**config.mk**
```make
export PLATFORM = sky130hd
export DESIGN_NAME = ocx_dlx_tx_gb_ctl
export DESIGN_NICKNAME = d
export VERILOG_FILES = /design/src/rtl/ocx_dlx_tx_gb_ctl_pkg.sv /design/src/rtl/ocx_dlx_tx_gb_seq_cnt.sv /design/src/rtl/ocx_dlx_tx_gb_ctl.sv
export SDC_FILE = /design/constraint.sdc
export NUM_CORES = 1
export LEC_CHECK = 0
export ABC_AREA = 1
export CORE_MARGIN = 3
export CORE_UTILIZATION = 49
export DETAILED_ROUTE_END_ITERATION = 7
export PLACE_DENSITY = 0.85
export SYNTH_ARGS = -nofsm -noshare
export SYNTH_HDL_FRONTEND = slang
export SYNTH_SLANG_ARGS = --single-unit
```
**constraint.sdc**
```tcl
create_clock -name dlx_clk -period 2.6 [get_ports dlx_clk]
set_clock_uncertainty 0.15 [all_clocks]
set_input_delay 0.52 -clock dlx_clk [delete_from_list [all_inputs] [get_ports dlx_clk]]
set_output_delay 0.52 -clock dlx_clk [all_outputs]
set_load 0.01 [all_outputs]
```
**src/rtl/ocx_dlx_tx_gb_ctl_pkg.sv**
```systemverilog
// Shared definitions for the DLX TX gearbox control slice.
// - state_t      : training FSM state encodings (encoding 7 unused)
// - SEQ_LAST     : last gearbox sequence value; the frame boundary
// - STALL_FIRST  : first sequence value of the two-cycle stall window
// - RESET_HOLD   : cycles spent in RESET after dlx_reset deasserts
// - SYNC_FRAMES  : number of whole frames the sync pattern is sent
package ocx_dlx_tx_gb_ctl_pkg;

  typedef enum logic [2:0] {
    ST_RESET = 3'd0,
    ST_ZEROS = 3'd1,
    ST_PAT_A = 3'd2,
    ST_PAT_B = 3'd3,
    ST_SYNC  = 3'd4,
    ST_TRAIN = 3'd5,
    ST_DATA  = 3'd6
  } state_t;

  localparam logic [6:0] SEQ_LAST    = 7'd65;
  localparam logic [6:0] STALL_FIRST = 7'd64;
  localparam logic [1:0] RESET_HOLD  = 2'd2;
  localparam logic [1:0] SYNC_FRAMES = 2'd1;

endpackage

```
**src/rtl/ocx_dlx_tx_gb_seq_cnt.sv**
```systemverilog
// Gearbox sequence counter.
// Ports:
//   clk, rst   : clock, synchronous active-high reset
//   hold       : force the counter to 0 (link in RESET)
//   seq        : sequence 0..SEQ_LAST, wraps to 0
//   stall      : high while seq is STALL_FIRST..SEQ_LAST
//   frame_end  : high while seq is SEQ_LAST (frame boundary cycle)
// All outputs are registered; stall/frame_end are decoded from the
// next sequence value so they line up with the registered seq.
module ocx_dlx_tx_gb_seq_cnt
  import ocx_dlx_tx_gb_ctl_pkg::*;
(
  input  logic       clk,
  input  logic       rst,
  input  logic       hold,
  output logic [6:0] seq,
  output logic       stall,
  output logic       frame_end
);

  logic [6:0] seq_d;

  always_comb begin
    seq_d = 7'd0;
    if (!hold) begin
      seq_d = (seq == SEQ_LAST) ? 7'd0 : seq + 7'd1;
    end
  end

  always_ff @(posedge clk) begin
    if (rst) begin
      seq       <= 7'd0;
      stall     <= 1'b0;
      frame_end <= 1'b0;
    end else begin
      seq       <= seq_d;
      stall     <= (seq_d >= STALL_FIRST);
      frame_end <= (seq_d == SEQ_LAST);
    end
  end

endmodule

```
**src/rtl/ocx_dlx_tx_gb_ctl.sv**
```systemverilog
// DLX TX gearbox training controller.
// Ports:
//   dlx_clk, dlx_reset         : clock, synchronous active-high reset
//   phy_ready                  : PHY TX path ready
//   rx_pattern_a_det/b_det     : RX saw pattern A / B
//   rx_trained                 : RX training complete
//   orx_otx_train_failed       : RX training failure (acts immediately)
//   cfg_timeout                : training timeout in frames, 0 = off
//   ctl_gb_seq, ctl_gb_stall   : gearbox sequence and TX queue hold
//   ctl_gb_*                   : gearbox mode controls
//   link_up                    : DATA state reached
//   train_state                : current FSM state encoding
//   train_timeout              : one-cycle pulse on training timeout
// Normal state advances only commit on the frame boundary cycle so a
// pattern block is never torn; reset and train_failed bypass that.
module ocx_dlx_tx_gb_ctl
  import ocx_dlx_tx_gb_ctl_pkg::*;
(
  input  logic        dlx_clk,
  input  logic        dlx_reset,
  input  logic        phy_ready,
  input  logic        rx_pattern_a_det,
  input  logic        rx_pattern_b_det,
  input  logic        rx_trained,
  input  logic        orx_otx_train_failed,
  input  logic [15:0] cfg_timeout,
  output logic [6:0]  ctl_gb_seq,
  output logic        ctl_gb_stall,
  output logic        ctl_gb_reset,
  output logic        ctl_gb_train,
  output logic        ctl_gb_tx_zeros,
  output logic        ctl_gb_tx_a_pattern,
  output logic        ctl_gb_tx_b_pattern,
  output logic        ctl_gb_tx_sync_pattern,
  output logic        link_up,
  output logic [2:0]  train_state,
  output logic        train_timeout
);

  function automatic logic [15:0] sat_inc(input logic [15:0] v);
    if (v == 16'hFFFF) return v;
    return v + 16'd1;
  endfunction

  state_t      state_q, state_d;
  logic [15:0] to_cnt_q, to_cnt_d, to_cnt_inc;
  logic [1:0]  sync_cnt_q, sync_cnt_d;
  logic [1:0]  rst_cnt_q, rst_cnt_d;
  logic        to_fire;
  logic        timed;
  logic        frame_end;

  ocx_dlx_tx_gb_seq_cnt u_seq_cnt (
    .clk       (dlx_clk),
    .rst       (dlx_reset),
    .hold      (state_q == ST_RESET),
    .seq       (ctl_gb_seq),
    .stall     (ctl_gb_stall),
    .frame_end (frame_end)
  );

  always_comb begin
    state_d    = state_q;
    to_cnt_d   = to_cnt_q;
    sync_cnt_d = sync_cnt_q;
    rst_cnt_d  = rst_cnt_q;
    to_fire    = 1'b0;
    to_cnt_inc = sat_inc(to_cnt_q);
    timed      = (state_q == ST_PAT_A) || (state_q == ST_PAT_B) ||
                 (state_q == ST_TRAIN);

    // Normal advance (lowest priority)
    case (state_q)
      ST_RESET: begin
        if (rst_cnt_q == RESET_HOLD - 2'd1) state_d = ST_ZEROS;
        else                                rst_cnt_d = rst_cnt_q + 2'd1;
      end
      ST_ZEROS: if (frame_end && phy_ready)        state_d = ST_PAT_A;
      ST_PAT_A: if (frame_end && rx_pattern_a_det) state_d = ST_PAT_B;
      ST_PAT_B: if (frame_end && rx_pattern_b_det) state_d = ST_SYNC;
      ST_SYNC: begin
        if (frame_end) begin
          if (sync_cnt_q == SYNC_FRAMES - 2'd1) state_d = ST_TRAIN;
          else                                  sync_cnt_d = sync_cnt_q + 2'd1;
        end
      end
      ST_TRAIN: if (frame_end && rx_trained) state_d = ST_DATA;
      ST_DATA:  state_d = ST_DATA;
      default:  state_d = ST_RESET;
    endcase

    // Timeout beats a normal advance at the same boundary
    if (timed && frame_end) begin
      if ((cfg_timeout != 16'd0) && (to_cnt_inc >= cfg_timeout)) begin
        state_d = ST_ZEROS;
        to_fire = 1'b1;
      end else begin
        to_cnt_d = to_cnt_inc;
      end
    end

    // Training failure beats everything except reset; unused encoding
    // is left to recover through RESET.
    if (orx_otx_train_failed && (state_q != ST_RESET) &&
        (state_q != state_t'(3'd7))) begin
      state_d = ST_ZEROS;
      to_fire = 1'b0;
    end

    if (state_d != state_q) begin
      to_cnt_d   = 16'd0;
      sync_cnt_d = 2'd0;
      rst_cnt_d  = 2'd0;
    end
  end

  always_ff @(posedge dlx_clk) begin
    if (dlx_reset) begin
      state_q                <= ST_RESET;
      to_cnt_q               <= 16'd0;
      sync_cnt_q             <= 2'd0;
      rst_cnt_q              <= 2'd0;
      ctl_gb_reset           <= 1'b1;
      ctl_gb_tx_zeros        <= 1'b1;
      ctl_gb_tx_a_pattern    <= 1'b0;
      ctl_gb_tx_b_pattern    <= 1'b0;
      ctl_gb_tx_sync_pattern <= 1'b0;
      ctl_gb_train           <= 1'b0;
      link_up                <= 1'b0;
      train_timeout          <= 1'b0;
    end else begin
      state_q                <= state_d;
      to_cnt_q               <= to_cnt_d;
      sync_cnt_q             <= sync_cnt_d;
      rst_cnt_q              <= rst_cnt_d;
      ctl_gb_reset           <= (state_d == ST_RESET);
      ctl_gb_tx_zeros        <= (state_d == ST_RESET) || (state_d == ST_ZEROS);
      ctl_gb_tx_a_pattern    <= (state_d == ST_PAT_A);
      ctl_gb_tx_b_pattern    <= (state_d == ST_PAT_B);
      ctl_gb_tx_sync_pattern <= (state_d == ST_SYNC);
      ctl_gb_train           <= (state_d == ST_TRAIN);
      link_up                <= (state_d == ST_DATA);
      train_timeout          <= to_fire;
    end
  end

  assign train_state = state_q;

endmodule

```
==> reports/summary.json, run 1 <==
{
  "routing": {
    "detailroute.via_count": 2833,
    "routed-wl-met3_microns": 321,
    "detail-route-antenna-nets": 0,
    "post-route-drc-count": 0,
    "top_signal_layer_used": "met4",
    "routed_wire_length_per_instance_microns": 12.4,
    "detail_route.first_pass.iterations": 4,
    "drtIter0Drc": 123,
    "detail_route.vias_per_cell": 4.92,
    "routedLengthMet1_mm": 2.99,
    "dr_wl_met2_mm": 3.65,
    "route.final.wire_length_mm": 7.14
  },
  "critical_path": {
    "timing.critical_path.from_type": "flop",
    "worst_ep_arrival_time_ns": 3.18,
    "reg2reg_to": "ctl_gb_tx_sync_pattern",
    "critPathKind": "flop to flop",
    "critical_path.cell_chain": "inv_1, nor3_1, nand3_1, xor2_1, nand2_1, ha_1, a21oi_1, o21ai_0, a21oi_1, nand2_2, nand3_4, nand2_2, buf_4, buf_6, nor2_4, inv_2, nor2_2",
    "timing.critical_path.max_delay_family": "simple AND/OR/NAND/NOR gates",
    "timing.rr.start": "to_cnt_q[8]",
    "worst-r2r-cell-count": 17,
    "timing.reg2reg.setup_slack_ns": -0.50,
    "timing.critical_path.to_type": "flop",
    "worst_ep_required_time_ns": 2.68,
    "path_max_fanout": 7,
    "cpMaxStageDelayCell": "sky130_fd_sc_hd__nor3_1",
    "timing.critical_path.slowest_cell_delay_ns": 0.41,
    "worstPathBufferInverterCount": 4
  },
  "min_path": {
    "launch_point_of_the_worst_hold_path": "u_seq_cnt.seq[0]",
    "min_delay_worst_endpoint": "u_seq_cnt.seq[0]",
    "min-delay-path-class": "flop to flop",
    "min_path_cells": 1
  },
  "pwr": {
    "relative_contribution_of_the_clock_network_to_total_power": 0.303,
    "power.combinational.fraction": 0.293,
    "internal_power_mw": 1.10,
    "sequentialPowerShare": 0.404,
    "pwr_density_cell_mw_per_mm2": 406,
    "switching_share": 0.313,
    "max-vdd-ir-drop_mv": 0.422,
    "power.static_leakage_nw": 1.79,
    "net-switching-power_mw": 0.502,
    "total_power_mw": 1.60
  },
  "sta": {
    "slew_viol_final": 0,
    "finalWorstPathRequiredPeriod_ns": 3.10,
    "timing.final.crit_share": 1.19,
    "max-slew-margin-rel": 0.653,
    "rsz_0062_raised_after_global_routing": "yes",
    "timing.final.ws_setup_ns": -0.498,
    "final-setup-viol-count": 31,
    "maxClockFrequency_mhz": 323,
    "worst_max_slew_pin_slew_ns": 0.516,
    "finalHoldViolCount": 0
  },
  "logic_synthesis": {
    "sequential_cell_area_fraction_in_the_yosys_report": 0.285,
    "asyncSetResetFlopFracSynth": 0,
    "synth_top_flop_cell": "sky130_fd_sc_hd__dfxtp_1",
    "number_of_enable_flip_flop_cells_after_synthesis": 0,
    "synthesized_area_sq_mm": 0.00274,
    "postSynthNetCount": 452,
    "synth_top_cell_by_area": "sky130_fd_sc_hd__dfxtp_1",
    "netlist.area_leader.share": 0.285,
    "number_of_instances_in_the_synthesized_netlist": 408,
    "yosys_register_bits": 39,
    "ys_warn_count": 0,
    "post_synth_num_cell_types": 33,
    "synth_area_per_cell_sq_um": 6.73,
    "synth_area_leaders": "sky130_fd_sc_hd__dfxtp_1, sky130_fd_sc_hd__nand2_1, sky130_fd_sc_hd__inv_1"
  },
  "final_layout": {
    "drive_above_1_share": 0.287,
    "diodes": 0,
    "stdcell_count": 576,
    "synth_to_final_area_change_pct": 43.8,
    "fillers": 388,
    "final_core_util": 0.749,
    "nNetsFinal": 549
  },
  "placement": {
    "total_half_perimeter_wirelength_after_legalization_and_detailed_placement_mm": 5.40,
    "place_inst": 561,
    "port_buffers": 41,
    "gp_routability_congestion": 0.853
  },
  "clock_network": {
    "tritoncts_num_sinks": 39,
    "clock_latency_ns": 0.29,
    "cts_max_path_buffers": 2,
    "cts_inserted_buffers": 5,
    "root_buffer": "sky130_fd_sc_hd__clkbuf_8",
    "htree_levels": 2,
    "ctsHoldBuffers": 0,
    "clock_transition_at_the_registers_of_the_reported_paths_ns": 0.07,
    "clock_tree_from_tritoncts": "built"
  },
  "global_route": {
    "largest_net_degree_at_the_start_of_global_routing": 16,
    "groute.usage.overall": 0.226,
    "grt_first_pass_wirelength_mm": 11.9,
    "number_of_antenna_violations_at_the_first_check_in_global_routing": 0,
    "globalRouteOverflowTotal": 0,
    "number_of_global_route_vias_before_repair": 2869
  },
  "run_status": {
    "status": "finished, violations left",
    "violations": "negative setup slack"
  },
  "die": {
    "floorplan.initialDensity": 0.521,
    "chipHeight_microns": 80.8,
    "top_level_ports": 42,
    "die_width_microns": 80.8,
    "rows": 26,
    "core-area_sq_mm": 0.00527,
    "die_area_sq_mm": 0.00653
  },
  "job": {
    "cap_viol_max_count": 0
  }
}
cell usage in the layout, fill, tap and decap left out, types with 5 or more instances in the layout:
cell,instances
sky130_fd_sc_hd__a21oi_1,12
sky130_fd_sc_hd__buf_4,47
sky130_fd_sc_hd__buf_6,6
sky130_fd_sc_hd__clkbuf_8,5
sky130_fd_sc_hd__clkdlybuf4s50_1,41
sky130_fd_sc_hd__dfxtp_1,34
sky130_fd_sc_hd__ha_1,19
sky130_fd_sc_hd__inv_1,70
sky130_fd_sc_hd__inv_2,8
sky130_fd_sc_hd__nand2_1,80
sky130_fd_sc_hd__nand2_2,8
sky130_fd_sc_hd__nand3_1,20
sky130_fd_sc_hd__nand4_1,8
sky130_fd_sc_hd__nor2_1,28
sky130_fd_sc_hd__nor2_2,29
sky130_fd_sc_hd__nor3_1,10
sky130_fd_sc_hd__nor3_2,5
sky130_fd_sc_hd__o21ai_0,15
sky130_fd_sc_hd__o21ai_1,6
sky130_fd_sc_hd__xor2_1,10
synth_stat cells, types with 2 or more instances:
cell and count:
sky130_fd_sc_hd__nor3_1 14, sky130_fd_sc_hd__xor2_1 10, sky130_fd_sc_hd__inv_2 8, sky130_fd_sc_hd__dfxtp_1 39, sky130_fd_sc_hd__ha_1 21, sky130_fd_sc_hd__nand3_2 2
sky130_fd_sc_hd__xnor2_1 3, sky130_fd_sc_hd__nor2_1 33, sky130_fd_sc_hd__nand3_1 21, sky130_fd_sc_hd__nor2_2 28, sky130_fd_sc_hd__o21ai_1 7, sky130_fd_sc_hd__o21ai_0 17
sky130_fd_sc_hd__a21oi_1 14, sky130_fd_sc_hd__nand2_2 5, sky130_fd_sc_hd__inv_1 72, sky130_fd_sc_hd__nand2_1 86, sky130_fd_sc_hd__nand4_1 8, sky130_fd_sc_hd__buf_6 4
sky130_fd_sc_hd__nor4_1 2
power by group through the flow:
stage / logic [mW] / clock network, mW / registers (mW)
finish: 0.469 / 0.486 / 0.648
global route: 0.511 / 0.518 / 0.652
CTS: 0.436 / 0.493 / 0.647
detailed placement: 0.396 / 0 / 0.662
global placement: 0.382 / 0 / 0.660
floorplan: 0.288 / 0 / 0.653
cell families after synthesis:
group | Yosys count | share of synthesized area
xor gates and xnor gates | 14 | 0.0474
adders and majority gates | 21 | 0.0958
DFF | 39 | 0.285
and+or+nand+nor | 204 | 0.353
buffers and inverters | 87 | 0.132
AOI/OAI and AO/OA | 43 | 0.0876
state kept, by name, summed over array words and instances (netlist names), 2 cells and up:
| signal | cells |
|---|---|
| sync_cnt_q | 2 |
| train_state | 3 |
| u_seq_cnt.seq | 6 |
| rst_cnt_q | 2 |
| to_cnt_q | 16 |
final cells by class:
cell class	instances	area, sq um	share of cell area
clock buffers	5	68.8	0.0174
well taps	70	87.6	0.0222
multi-input cells	282	1760	0.446
flip-flops and latches	39	795	0.201
repair buffers	97	891	0.226
inverters	80	305	0.0774
clock inverters	3	38.8	0.00983
repair_timing:
| item | CTS | global route |
|---|---|---|
| pin swaps | 9 | 4 |
| endpoints found under the hold margin | 0 | 0 |
| setup buffers | 5 | 2 |
| endpoints found under the setup margin | 31 | 31 |
| resized for setup | 19 | 17 |
how the worst max path moves through the flow:
stage,from,to,cells after the start
2_1_floorplan,to_cnt_q[0],sync_cnt_q[1],25
3_3_place_gp,to_cnt_q[10],to_cnt_q[11],23
3_5_place_dp,to_cnt_q[10],to_cnt_q[15],24
4_1_cts,to_cnt_q[1],to_cnt_q[10],25
5_1_grt,to_cnt_q[8],ctl_gb_train,17
6_report,to_cnt_q[8],ctl_gb_tx_sync_pattern,17
metrics by stage:
stage / worst slack [ns] / area [sq um] / hold slack, ns / TNS, ns
floorplan: -0.118 / 2810 / 0.331 / -2.26
global placement: -0.318 / 3650 / 0.335 / -7.90
detailed placement: -0.435 / 3650 / 0.348 / -10.31
CTS: -0.388 / 3860 / 0.368 / -10.11
global route: -0.722 / 3950 / 0.413 / -20.09
finish: -0.498 / 3950 / 0.362 / -12.65
routing by layer:
metal  GRT usage  vias to the layer above
met4      0.0726                        0
met3      0.0377                       19
met2       0.433                       82
met1       0.249                     1263
met5           0                        -
li1            -                     1469
(Power assumes the default switching activity.)
==> run 2: changes to the inputs <==
--- a/config.mk
+++ b/config.mk
@@ -6,7 +6,7 @@
 export NUM_CORES = 1
 export LEC_CHECK = 0
 export ABC_AREA = 1
-export CORE_MARGIN = 3
+export CORE_MARGIN = 4
 export CORE_UTILIZATION = 49
 export DETAILED_ROUTE_END_ITERATION = 7
 export PLACE_DENSITY = 0.85
==> run 2 against run 1 <==
- the flow still finishes with violations (negative setup slack)
- routed wire length rose by 5.8%
- register-to-register slack lost 0.04 ns
- critical path depth grew 4
- utilization is 2.2 points higher
- first-iteration DRC count up 37%
- sequential power about the same
- sequential cell count stayed put
- final area rose by 3.0%
- fmax fell by 1.2%
- non-clock buffer count down 3
- critical endpoint is now to_cnt_q[5]
==> reports/summary.json, run 2 (same netlist as run 1, synthesis figures left out) <==
{
  "placement": {
    "port_buffers": {"value": 41, "change": "unchanged"},
    "gp_routability_congestion": {"value": 0.914, "change": "+7.2%"},
    "total_half_perimeter_wirelength_after_legalization_and_detailed_placement": {"value": 5.26, "unit": "mm", "change": "-2.7%"}
  },
  "sta": {
    "finalHoldViolCount": {"value": 0, "change": "unchanged"},
    "maxClockFrequency": {"value": 319, "unit": "MHz", "change": "-1.2%"},
    "finalWorstPathRequiredPeriod": {"value": 3.14, "unit": "ns", "change": "+0.0374 ns"},
    "timing.final.ws_setup": {"value": -0.535, "unit": "ns", "change": "-0.0374 ns"},
    "final_hold_slack": {"value": 0.358, "unit": "ns", "change": "-0.00355 ns"},
    "final-setup-viol-count": {"value": 31, "change": "unchanged"},
    "max-slew-margin-rel": {"value": 0.657, "change": "+0.00395"},
    "fin_setup_tns": {"value": -13.60, "unit": "ns", "change": "-0.954 ns"},
    "slew_viol_final": {"value": 0, "change": "unchanged"},
    "timing.final.crit_share": {"value": 1.21, "change": "+0.0144"},
    "worst_max_slew_pin_slew": {"value": 0.510, "unit": "ns", "change": "-0.00588 ns"},
    "rsz_0062_raised_after_global_routing": "yes"
  },
  "critical_path": {
    "worst_ep_arrival_time": {"value": 3.22, "unit": "ns", "change": "+0.04 ns"},
    "timing.critical_path.slowest_cell_delay": {"value": 0.37, "unit": "ns", "change": "-0.04 ns"},
    "worst_ep_required_time": {"value": 2.68, "unit": "ns", "change": "about the same"},
    "critPathKind": "flop to flop",
    "cpMaxStageDelayCell": "sky130_fd_sc_hd__dfxtp_2",
    "timing.critical_path.to_type": "flop",
    "timing.critical_path.max_delay_family": "simple AND/OR/NAND/NOR gates",
    "crit_path_start": "to_cnt_q[7]",
    "path_max_fanout": {"value": 7, "change": "unchanged"},
    "critical_path.cell_chain": "nand2_1, nor2_4, nand4_1, nor2_1, nand2_1, o21ai_1, nand2_1, inv_1, ha_1, nand2_1, o21ai_0, a21oi_1, nand2_2, nand3_4, nand2_4, nand2_2, nand2_2, nor2_2, nand2_2, clkbuf_16, nor2_2",
    "worstPathBufferInverterCount": {"value": 2, "change": "-2"},
    "timing.rr.start": "to_cnt_q[7]",
    "timing.critical_path.from_type": "flop"
  },
  "clock_network": {
    "cts_max_path_buffers": {"value": 2, "change": "unchanged"},
    "htree_levels": {"value": 2, "change": "unchanged"},
    "tritoncts_num_sinks": {"value": 39, "change": "unchanged"},
    "ctsHoldBuffers": {"value": 0, "change": "unchanged"},
    "root_buffer": "sky130_fd_sc_hd__clkbuf_8",
    "clock_latency": {"value": 0.29, "unit": "ns", "change": "about the same"},
    "clock_transition_at_the_registers_of_the_reported_paths": {"value": 0.08, "unit": "ns", "change": "about the same"},
    "clock_tree_from_tritoncts": "built",
    "cts_inserted_buffers": {"value": 5, "change": "unchanged"}
  },
  "die": {
    "die_area": {"value": 0.00686, "unit": "sq mm", "change": "+5.0%"},
    "die_width": {"value": 82.8, "unit": "microns", "change": "+2.5%"},
    "top_level_ports": {"value": 42, "change": "unchanged"},
    "rows": {"value": 26, "change": "unchanged"},
    "chipHeight": {"value": 82.8, "unit": "microns", "change": "+2.5%"},
    "core-area": {"value": 0.00527, "unit": "sq mm", "change": "unchanged"},
    "floorplan.initialDensity": {"value": 0.521, "change": "unchanged"}
  },
  "final_layout": {
    "largest_register_ffs": {"value": 16, "change": "unchanged"},
    "diodes": {"value": 0, "change": "unchanged"},
    "drive_above_1_share": {"value": 0.294, "change": "+0.00767"},
    "layout.cells.most_common": "sky130_fd_sc_hd__nand2_1",
    "nNetsFinal": {"value": 546, "change": "-0.55%"},
    "mostFrequentLayoutCells": "sky130_fd_sc_hd__nand2_1, sky130_fd_sc_hd__inv_1, sky130_fd_sc_hd__buf_4",
    "top_register": "to_cnt_q",
    "synth_to_final_area_change_pct": 48.1,
    "final_core_util": {"value": 0.771, "change": "+0.0223"}
  },
  "pwr": {
    "pwr_density_cell": {"value": 438, "unit": "mW/mm^2", "change": "+7.7%"},
    "total_power": {"value": 1.78, "unit": "mW", "change": "+11%"},
    "power.static_leakage": {"value": 1.79, "unit": "nW", "change": "about the same"},
    "max-vdd-ir-drop": {"value": 0.534, "unit": "mV", "change": "+27%"}
  },
  "routing": {
    "detailroute.via_count": {"value": 2894, "change": "+2.2%"},
    "detail_route.first_pass.iterations": {"value": 4, "change": "unchanged"},
    "route.final.wire_length": {"value": 7.55, "unit": "mm", "change": "+5.8%"},
    "routed_wire_length_per_instance": {"value": 13.2, "unit": "microns", "change": "+6.4%"},
    "detail_route.vias_per_cell": {"value": 5.05, "change": "+2.7%"},
    "drtIter0Drc": {"value": 169, "change": "+37%"},
    "detail-route-antenna-nets": {"value": 0, "change": "unchanged"},
    "post-route-drc-count": {"value": 0, "change": "unchanged"}
  },
  "global_route": {
    "groute.usage.overall": {"value": 0.204, "change": "-0.0214"},
    "globalRouteOverflowTotal": {"value": 0, "change": "unchanged"},
    "largest_net_degree_at_the_start_of_global_routing": {"value": 15, "change": "-1"},
    "number_of_global_route_vias_before_repair": {"value": 2777, "change": "-3.2%"},
    "number_of_antenna_violations_at_the_first_check_in_global_routing": {"value": 0, "change": "unchanged"},
    "grt_first_pass_wirelength": {"value": 12.0, "unit": "mm", "change": "+1.1%"}
  },
  "run_status": {
    "violations": "negative setup slack",
    "status": "finished, violations left"
  },
  "min_path": {
    "min-delay-path-class": "flop to flop",
    "launch_point_of_the_worst_hold_path": "u_seq_cnt.seq[0]"
  },
  "job": {
    "cap_viol_max_count": {"value": 0, "change": "unchanged"}
  }
}
==> run 2: per-layer routing <==
| metal | wire [microns] | track usage | up-vias |
|---|---|---|---|
| li1 | - | - | 1467 |
| met1 | 3150 | 0.234 | 1319 |
| met2 | 3860 | 0.383 | 92 |
| met3 | 376 | 0.0386 | 16 |
| met4 | 170 | 0.0579 | 0 |
| met5 | 0 | 0 | - |
==> run 2: worst paths after layout <==
path	end	slack, ns	cells after the start
min reg2reg	u_seq_cnt.seq[0]	0.36	1
max	to_cnt_q[5]	-0.54	21
min	u_seq_cnt.seq[0]	0.36	1
max reg2reg	to_cnt_q[5]	-0.54	21
==> run 2: cell type report <==
class / count / area, sq um
fillers: 385 / 1210
clock buffers: 5 / 68.8
inverters: 80 / 305
clock inverters: 3 / 67.6
repair buffers: 94 / 871
flip-flops and latches: 39 / 795
well taps: 70 / 87.6
multi-input cells: 282 / 1870
==> run 2: per-stage QoR <==
step | instance area (sq um) | std cells | worst slack, ns
3_3_place_gp | 3620 | 557 | -0.367
5_1_grt | 4060 | 573 | -0.708
4_1_cts | 3850 | 569 | -0.428
2_1_floorplan | 2810 | 408 | -0.118
6_report | 4060 | 573 | -0.535
3_5_place_dp | 3620 | 557 | -0.491
==> run 2: timing repair <==
action	CTS	global route
gates resized for setup	14	37
setup endpoints to repair	31	31
endpoints found under the hold margin	0	0
buffers inserted	4	3
gates cloned	0	1
pin swaps	4	21
==> run 2: power by group <==
group	internal, mW	switching, mW	total, mW
sequential	0.618	0.0280	0.646
clock	0.383	0.208	0.590
combinational	0.235	0.309	0.543
total	1.23	0.544	1.78
